File: src/rtl/uart_tx_arbiter.sv
// Round-robin, packet-granular arbiter sharing one uart_tx stream input among NUM_REQ sources.
// A grant lasts until the grantee's last word or MAX_BURST transfers, then re-arbitrates in IDLE.
module uart_tx_arbiter #(
   parameter int unsigned NUM_REQ       = 4,
   parameter int unsigned BITS_PER_WORD = 8,
   parameter int unsigned MAX_BURST     = 16,
   localparam int unsigned IdW          = (NUM_REQ > 1) ? $clog2(NUM_REQ) : 1,
   localparam int unsigned CntW         = $clog2(MAX_BURST + 1)
) (
   input  logic                               clk,
   input  logic                               rst,
   input  logic [NUM_REQ-1:0]                 req_valid,
   input  logic [NUM_REQ*BITS_PER_WORD-1:0]   req_data,
   input  logic [NUM_REQ-1:0]                 req_last,
   output logic [NUM_REQ-1:0]                 req_ready,
   output logic                               s_valid,
   output logic [BITS_PER_WORD-1:0]           s_data,
   input  logic                               s_ready,
   output logic [IdW-1:0]                     grant_id,
   output logic                               busy
);

   typedef enum logic [0:0] {StIdle, StBusy} state_e;

   state_e              state_q;
   logic [IdW-1:0]      grant_id_q;
   logic [IdW-1:0]      rr_ptr_q;
   logic [CntW-1:0]     word_cnt_q;

   logic                any_req;
   logic [IdW-1:0]      winner;
   logic [IdW-1:0]      cand;

   logic                in_busy;
   logic                g_valid;
   logic                g_last;
   logic [BITS_PER_WORD-1:0] g_data;
   logic                xfer;
   logic                burst_end;
   logic                pkt_end;

   // Search starts just after the last grantee, so the previous winner has lowest priority.
   always_comb begin
      any_req = 1'b0;
      winner  = '0;
      cand    = '0;
      for (int k = 1; k <= int'(NUM_REQ); k++) begin
         cand = IdW'((32'(rr_ptr_q) + unsigned'(k)) % NUM_REQ);
         if (!any_req && req_valid[cand]) begin
            any_req = 1'b1;
            winner  = cand;
         end
      end
   end

   // Select the granted source's signals.
   always_comb begin
      g_valid = 1'b0;
      g_last  = 1'b0;
      g_data  = '0;
      for (int i = 0; i < int'(NUM_REQ); i++) begin
         if (IdW'(i) == grant_id_q) begin
            g_valid = req_valid[i];
            g_last  = req_last[i];
            g_data  = req_data[i*BITS_PER_WORD +: BITS_PER_WORD];
         end
      end
   end

   assign in_busy = (state_q == StBusy);

   always_comb begin
      req_ready = '0;
      for (int i = 0; i < int'(NUM_REQ); i++) begin
         req_ready[i] = in_busy && (IdW'(i) == grant_id_q) && s_ready;
      end
   end

   assign s_valid   = in_busy && g_valid;
   assign s_data    = in_busy ? g_data : '0;
   assign xfer      = s_valid && s_ready;
   assign burst_end = (32'(word_cnt_q) + 32'd1) == MAX_BURST;
   assign pkt_end   = xfer && (g_last || burst_end);

   always_ff @(posedge clk) begin
      if (rst) begin
         state_q    <= StIdle;
         grant_id_q <= '0;
         rr_ptr_q   <= IdW'(NUM_REQ - 1);
         word_cnt_q <= '0;
      end else begin
         unique case (state_q)
            StIdle: begin
               if (any_req) begin
                  grant_id_q <= winner;
                  word_cnt_q <= '0;
                  state_q    <= StBusy;
               end
            end
            StBusy: begin
               if (xfer) begin
                  word_cnt_q <= word_cnt_q + CntW'(1);
                  if (pkt_end) begin
                     rr_ptr_q <= grant_id_q;
                     state_q  <= StIdle;
                  end
               end
            end
            default: state_q <= StIdle;
         endcase
      end
   end

   assign grant_id = grant_id_q;
   assign busy     = in_busy;

endmodule

File: config.mk
export PLATFORM = sky130hd
export DESIGN_NAME = uart_tx_arbiter
export DESIGN_NICKNAME = d
export VERILOG_FILES = /design/src/rtl/uart_tx_arbiter.sv
export SDC_FILE = /design/constraint.sdc
export NUM_CORES = 1
export LEC_CHECK = 0
export BUFFER_PORTS_ARGS = -buffer_cell sky130_fd_sc_hd__buf_2
export CELL_PAD_IN_SITES_DETAIL_PLACEMENT = 1
export CELL_PAD_IN_SITES_GLOBAL_PLACEMENT = 1
export CORE_ASPECT_RATIO = 0.9
export CORE_UTILIZATION = 30
export DETAILED_ROUTE_END_ITERATION = 6
export HOLD_SLACK_MARGIN = 0.06
export PLACE_DENSITY = 0.85
export SYNTH_ARGS = -nofsm -noshare
export SYNTH_HDL_FRONTEND = slang
export SYNTH_SLANG_ARGS = --single-unit
File: constraint.sdc
create_clock -name clk -period 2.95 [get_ports clk]
set_input_delay 0.1475 -clock clk [delete_from_list [all_inputs] [get_ports clk]]
set_output_delay 0.1475 -clock clk [all_outputs]
set_load 0.02 [all_outputs]
-- Yosys cells after proc, flatten, opt, wreduce, memory -nomap -nowiden
Index checks and enable logic that the tools add are counted.
- add/sub/neg operators: 6
- magnitude comparators: 4
- equality and inequality tests: 6
- muxes and demuxes: 36
- bitwise operators: 1
- reductions and logical operators: 22
- operators with widths (operator ; number):
    $mux 8 ; 5
    $mux 1 ; 19
    $logic_and 1x1->1 ; 14
    $lt 2x3->1 const B ; 4
    $mux 5 ; 2
    $pmux 5 s2 ; 1
    $bmux 1 s2 ; 4
    $mux 2 ; 4
    $add 5x1->6 const B ; 1
    $eq 6x5->1 const B ; 1
    $add 5x1->5 const B ; 1
    $add 2x1->2 const B ; 2
    $add 2x2->2 const B ; 2
    $eq 2x2->1 const A ; 2
    $reduce_and 2->1 ; 2
    $logic_not 1->1 ; 3
    $reduce_and 3->1 ; 1
    $eq 1x2->1 const A ; 1
    $logic_not 2->1 ; 1
    $ne 2x1->1 const B ; 1
    $ne 2x2->1 const B ; 1
    $pmux 1 s2 ; 1
    $logic_or 1x1->1 ; 1
    $not 1->1 ; 1
- bits in registers: 10
- bits of input ports: 43
- logic and storage cells: 79

-- Depth between registers and ports, before layout
- depth in word-level cells: 15
- mapped depth: 6

-- Worst setup path before layout
OpenSTA, ideal clock, no wires.
- kind: reg2out
- start point: reg grant_id_q[0], in the netlist grant_id[0]
- end point: out s_data[1]
- arrival time: 1.625 ns
- setup slack: 1.177 ns
- cell stages (with the launch flop): 5
- cell sequence: dfxtp_1 -> clkbuf_2 -> buf_2 -> mux4_2 -> and2_1
- cells in the longest elaborated chain, start to end: 6
- elaborated cells on any way between the ends: 9
- classes of those cells: eq/ne (3); mux (5); reduce/logical (1)
- RTL lines (what ; line ; source):
    start, declared ; 26 ; logic [IdW-1:0] grant_id_q;
    start signal, assigned ; 95 ; grant_id_q <= winner;
    $logic_not 2->1 ; 62 ; if (IdW'(i) == grant_id_q) begin
    $mux 8 (3 in a row) ; 62 ;
    $mux 8 (*) ; 62 ;
    $mux 8 (*) ; 80 ; assign s_data = in_busy ? g_data : '0;
    end, declared ; 17 ; output logic [BITS_PER_WORD-1:0] s_data,
Mark *: on every way between the ends. The rest lies on a longest branch, timed or not.

-- Worst setup path in the final report
- start point: reg grant_id_q[0], in the netlist grant_id[0]
- end point: out s_data[2]
Same word-level chain as after synthesis.

==> reports/metrics.yaml <==
m1WireLength_um: 1183
clkSlewWorstSetupHoldPaths_ps: 60
syn-num-nets: 142
synth_warnings: 0
timing.max_cap.violations: 0
design.final.nets: 201
detailedRoute.firstIterationViolations: 33
p_per_area_nw_per_um2: 399.0
outcome: "completed"
leakagePower_nw: 0.5660
buffer_ports.inserted: 58
critPathMaxFanout: 10
fp-row-count: 18
drt_pre_antenna_iters: 4
drt.antenna.violating_nets: 0
synth_cells: 98
synth-xor-area-share: 0
drt-wirelength-per-cell_um: 15.73
worst_hold_path_type: "in2reg"
post-place-cells: 192
fraction_of_final_layout_cells_sized_beyond_drive_strength_1: 0.4774
fin_skew_ps: 0.6211
htree_levels: 1
slew-limit-headroom: 0.6370
synth_cell_type_count: 31
grt_start_max_net_pins: 18
rrSetupSlack_ps: 1050
timing.fmax_mhz: 499.9
gr-total-overflow: 0
nature_of_the_critical_path_endpoint: "output pin"
crit_type: "reg2out"
vias: 1003
avgViaCountPerCell: 5.144
tritoncts_clock_tree: "built"
area_growth_syn_to_layout_pct: 39.29
worst_ir_drop_vdd_uv: 283.0
clock_path_buffers: 2
synth_mux_area_frac: 0.2843
setup_tns_ps: 0
maxSlewViolCount: 0
tritoncts_num_sinks: 10
final_hold_viol_count: 0
cts_made_buffers: 3
data_arrival_time_of_the_critical_path_ps: 1850
setup_viol: 0
die-width_um: 58.96
die-area_um2: 3140
synth-seq-cells: 10
post_cts_resized: 0
dr_wl_met2_um: 1574
met3_wirelength_um: 292
core_region_area_um2: 2748
postRouteWirelength_um: 3067
rsz_0062_raised_after_global_routing: "false"
seq_area_frac_synth: 0.2286
finalPower_w: 0.0004868
top_layer: "met4"
startpoint: "grant_id[0]"
synth_compound_area_frac: 0.1500
utilization: 0.4440
hold_bufs_inserted_after_cts: 0
syn_avg_cell_area_um2: 8.937
final-instance-count-excl-fill: 195
last_element_of_the_critical_path: "s_data[2]"
layout_commonest_cell: "buf_2"
n_fill_cell: 365
cts_post_setup_buffers_inserted: 0
synth_adder_area_share: 0.01429
grt_antenna_before_repair: 0
min_period_over_period: 0.6781
boundaryPins: 59
grt.total_usage: 0.1962
hpwl_after_detailed_placement_um: 2547
tightestPinTransition_ps: 543.7
worst_setup_path_start_kind: "flop"
post_synth_instance_area_um2: 875.8
most-common-layout-cells: "buf_2, nor2_1, and2_1"
rr_worst_depth: 5
die_h_um: 53.26
worstPathRequired_ps: 2800
main_combinational_cell_family_by_area_after_synthesis: "multiplexers"
floorplan.initialDensity: 0.3188
first_global_vias: 993
crit-reg2reg-launch: "grant_id[0]"
clock_insertion_delay_worst_skew_ps: 270
worst_r2r_endpoint: "rr_ptr_q[1]"
gpl.final_weighted_congestion: 0.8200
antenna_diode_count: 0
grt_first_pass_wirelength_um: 4533
remaining_drc_errors: 0
period_minus_slack_ps: 2000
cts_root_buf: "clkbuf_4"
synth-simple-area-share: 0.2586
==> cell families (layout without fill, tap and decap cells) <==
| family | count (synthesis) | after routing |
|---|---|---|
| flops | 10 | 10 |
| buf+inv | 12 | 69 |
| compound gates | 22 | 22 |
| simple gates | 41 | 41 |
| fa+ha+maj | 1 | 1 |
| mux | 12 | 12 |
==> worst min path at each step <==
stage,end,startpoint,slack (ps),cells after the start
3_3_place_gp,word_cnt_q[0],rst,470,2
3_5_place_dp,word_cnt_q[0],rst,490,2
5_1_grt,word_cnt_q[4],rst,230,2
4_1_cts,word_cnt_q[0],rst,200,2
6_report,word_cnt_q[0],rst,210,2
2_1_floorplan,rr_ptr_q[0],rst,310,2
==> metrics by stage <==
| step | area (um2) | setup WS (ps) | hold slack, ps |
|---|---|---|---|
| floorplan | 875.8 | 1177 | 309.8 |
| global placement | 1197 | 1212 | 469.3 |
| detailed placement | 1197 | 1043 | 485.6 |
| CTS | 1220 | 927.4 | 201.5 |
| global route | 1220 | 835.6 | 230.9 |
| finish | 1220 | 949.6 | 206.8 |
==> where the power goes <==
part | total (W) | leakage (nW) | switching, W | internal, W
clock network | 0.0000970 | 0.0138 | 0.0000497 | 0.0000473
registers | 0.000165 | 0.0816 | 0.0000211 | 0.000144
logic | 0.000225 | 0.471 | 0.000117 | 0.000108
total | 0.000487 | 0.566 | 0.000188 | 0.000299
==> critical path, cell delays in order, from the launching register on <==
cell and delay, ps:
dfxtp_1 480, buf_4 250, mux4_2 510, and2_1 170, buf_2 160
==> layer usage <==
metal  vias up  track usage
met2        46       0.3845
met3         4      0.06357
met5         -            0
met4         0      0.03571
li1        476            -
met1       477       0.2036
==> synthesized netlist by cell type (all sizes together) <==
library cell / count / area (um2)
a211oi: 1 / 7.510
a21o: 1 / 7.510
a21oi: 9 / 45.04
a221oi: 1 / 8.760
and2: 11 / 68.82
and4: 1 / 8.760
buf: 3 / 21.27
clkbuf: 3 / 12.51
dfxtp: 10 / 200.2
ha: 1 / 12.51
inv: 6 / 22.52
mux2i: 2 / 20.02
mux4: 10 / 229.0
nand2: 3 / 11.26
nand2b: 1 / 6.260
nand3: 5 / 25.02
nand3b: 1 / 7.510
nor2: 13 / 56.30
nor2b: 1 / 13.76
nor3: 2 / 10.01
o211ai: 1 / 7.510
o21ai: 5 / 25.02
o221ai: 1 / 8.760
o22ai: 2 / 12.51
o32ai: 1 / 8.760
or3: 3 / 18.77
==> registers in the layout, summed over array words and instances (netlist names) <==
signal,cells
rr_ptr_q,2
word_cnt_q,5
busy,1
grant_id,2
==> cell type report <==
class                      count  area (um2)  share of cell area
sequential                    10       200.2              0.1641
multi-input combinational     76       619.3              0.5077
timing repair buffer          60       305.3              0.2503
clock buffer                   3       22.52             0.01846
inverter                       6       22.52             0.01846
tap                           40       50.05             0.04103
Power figures use the tool's default switching activity.
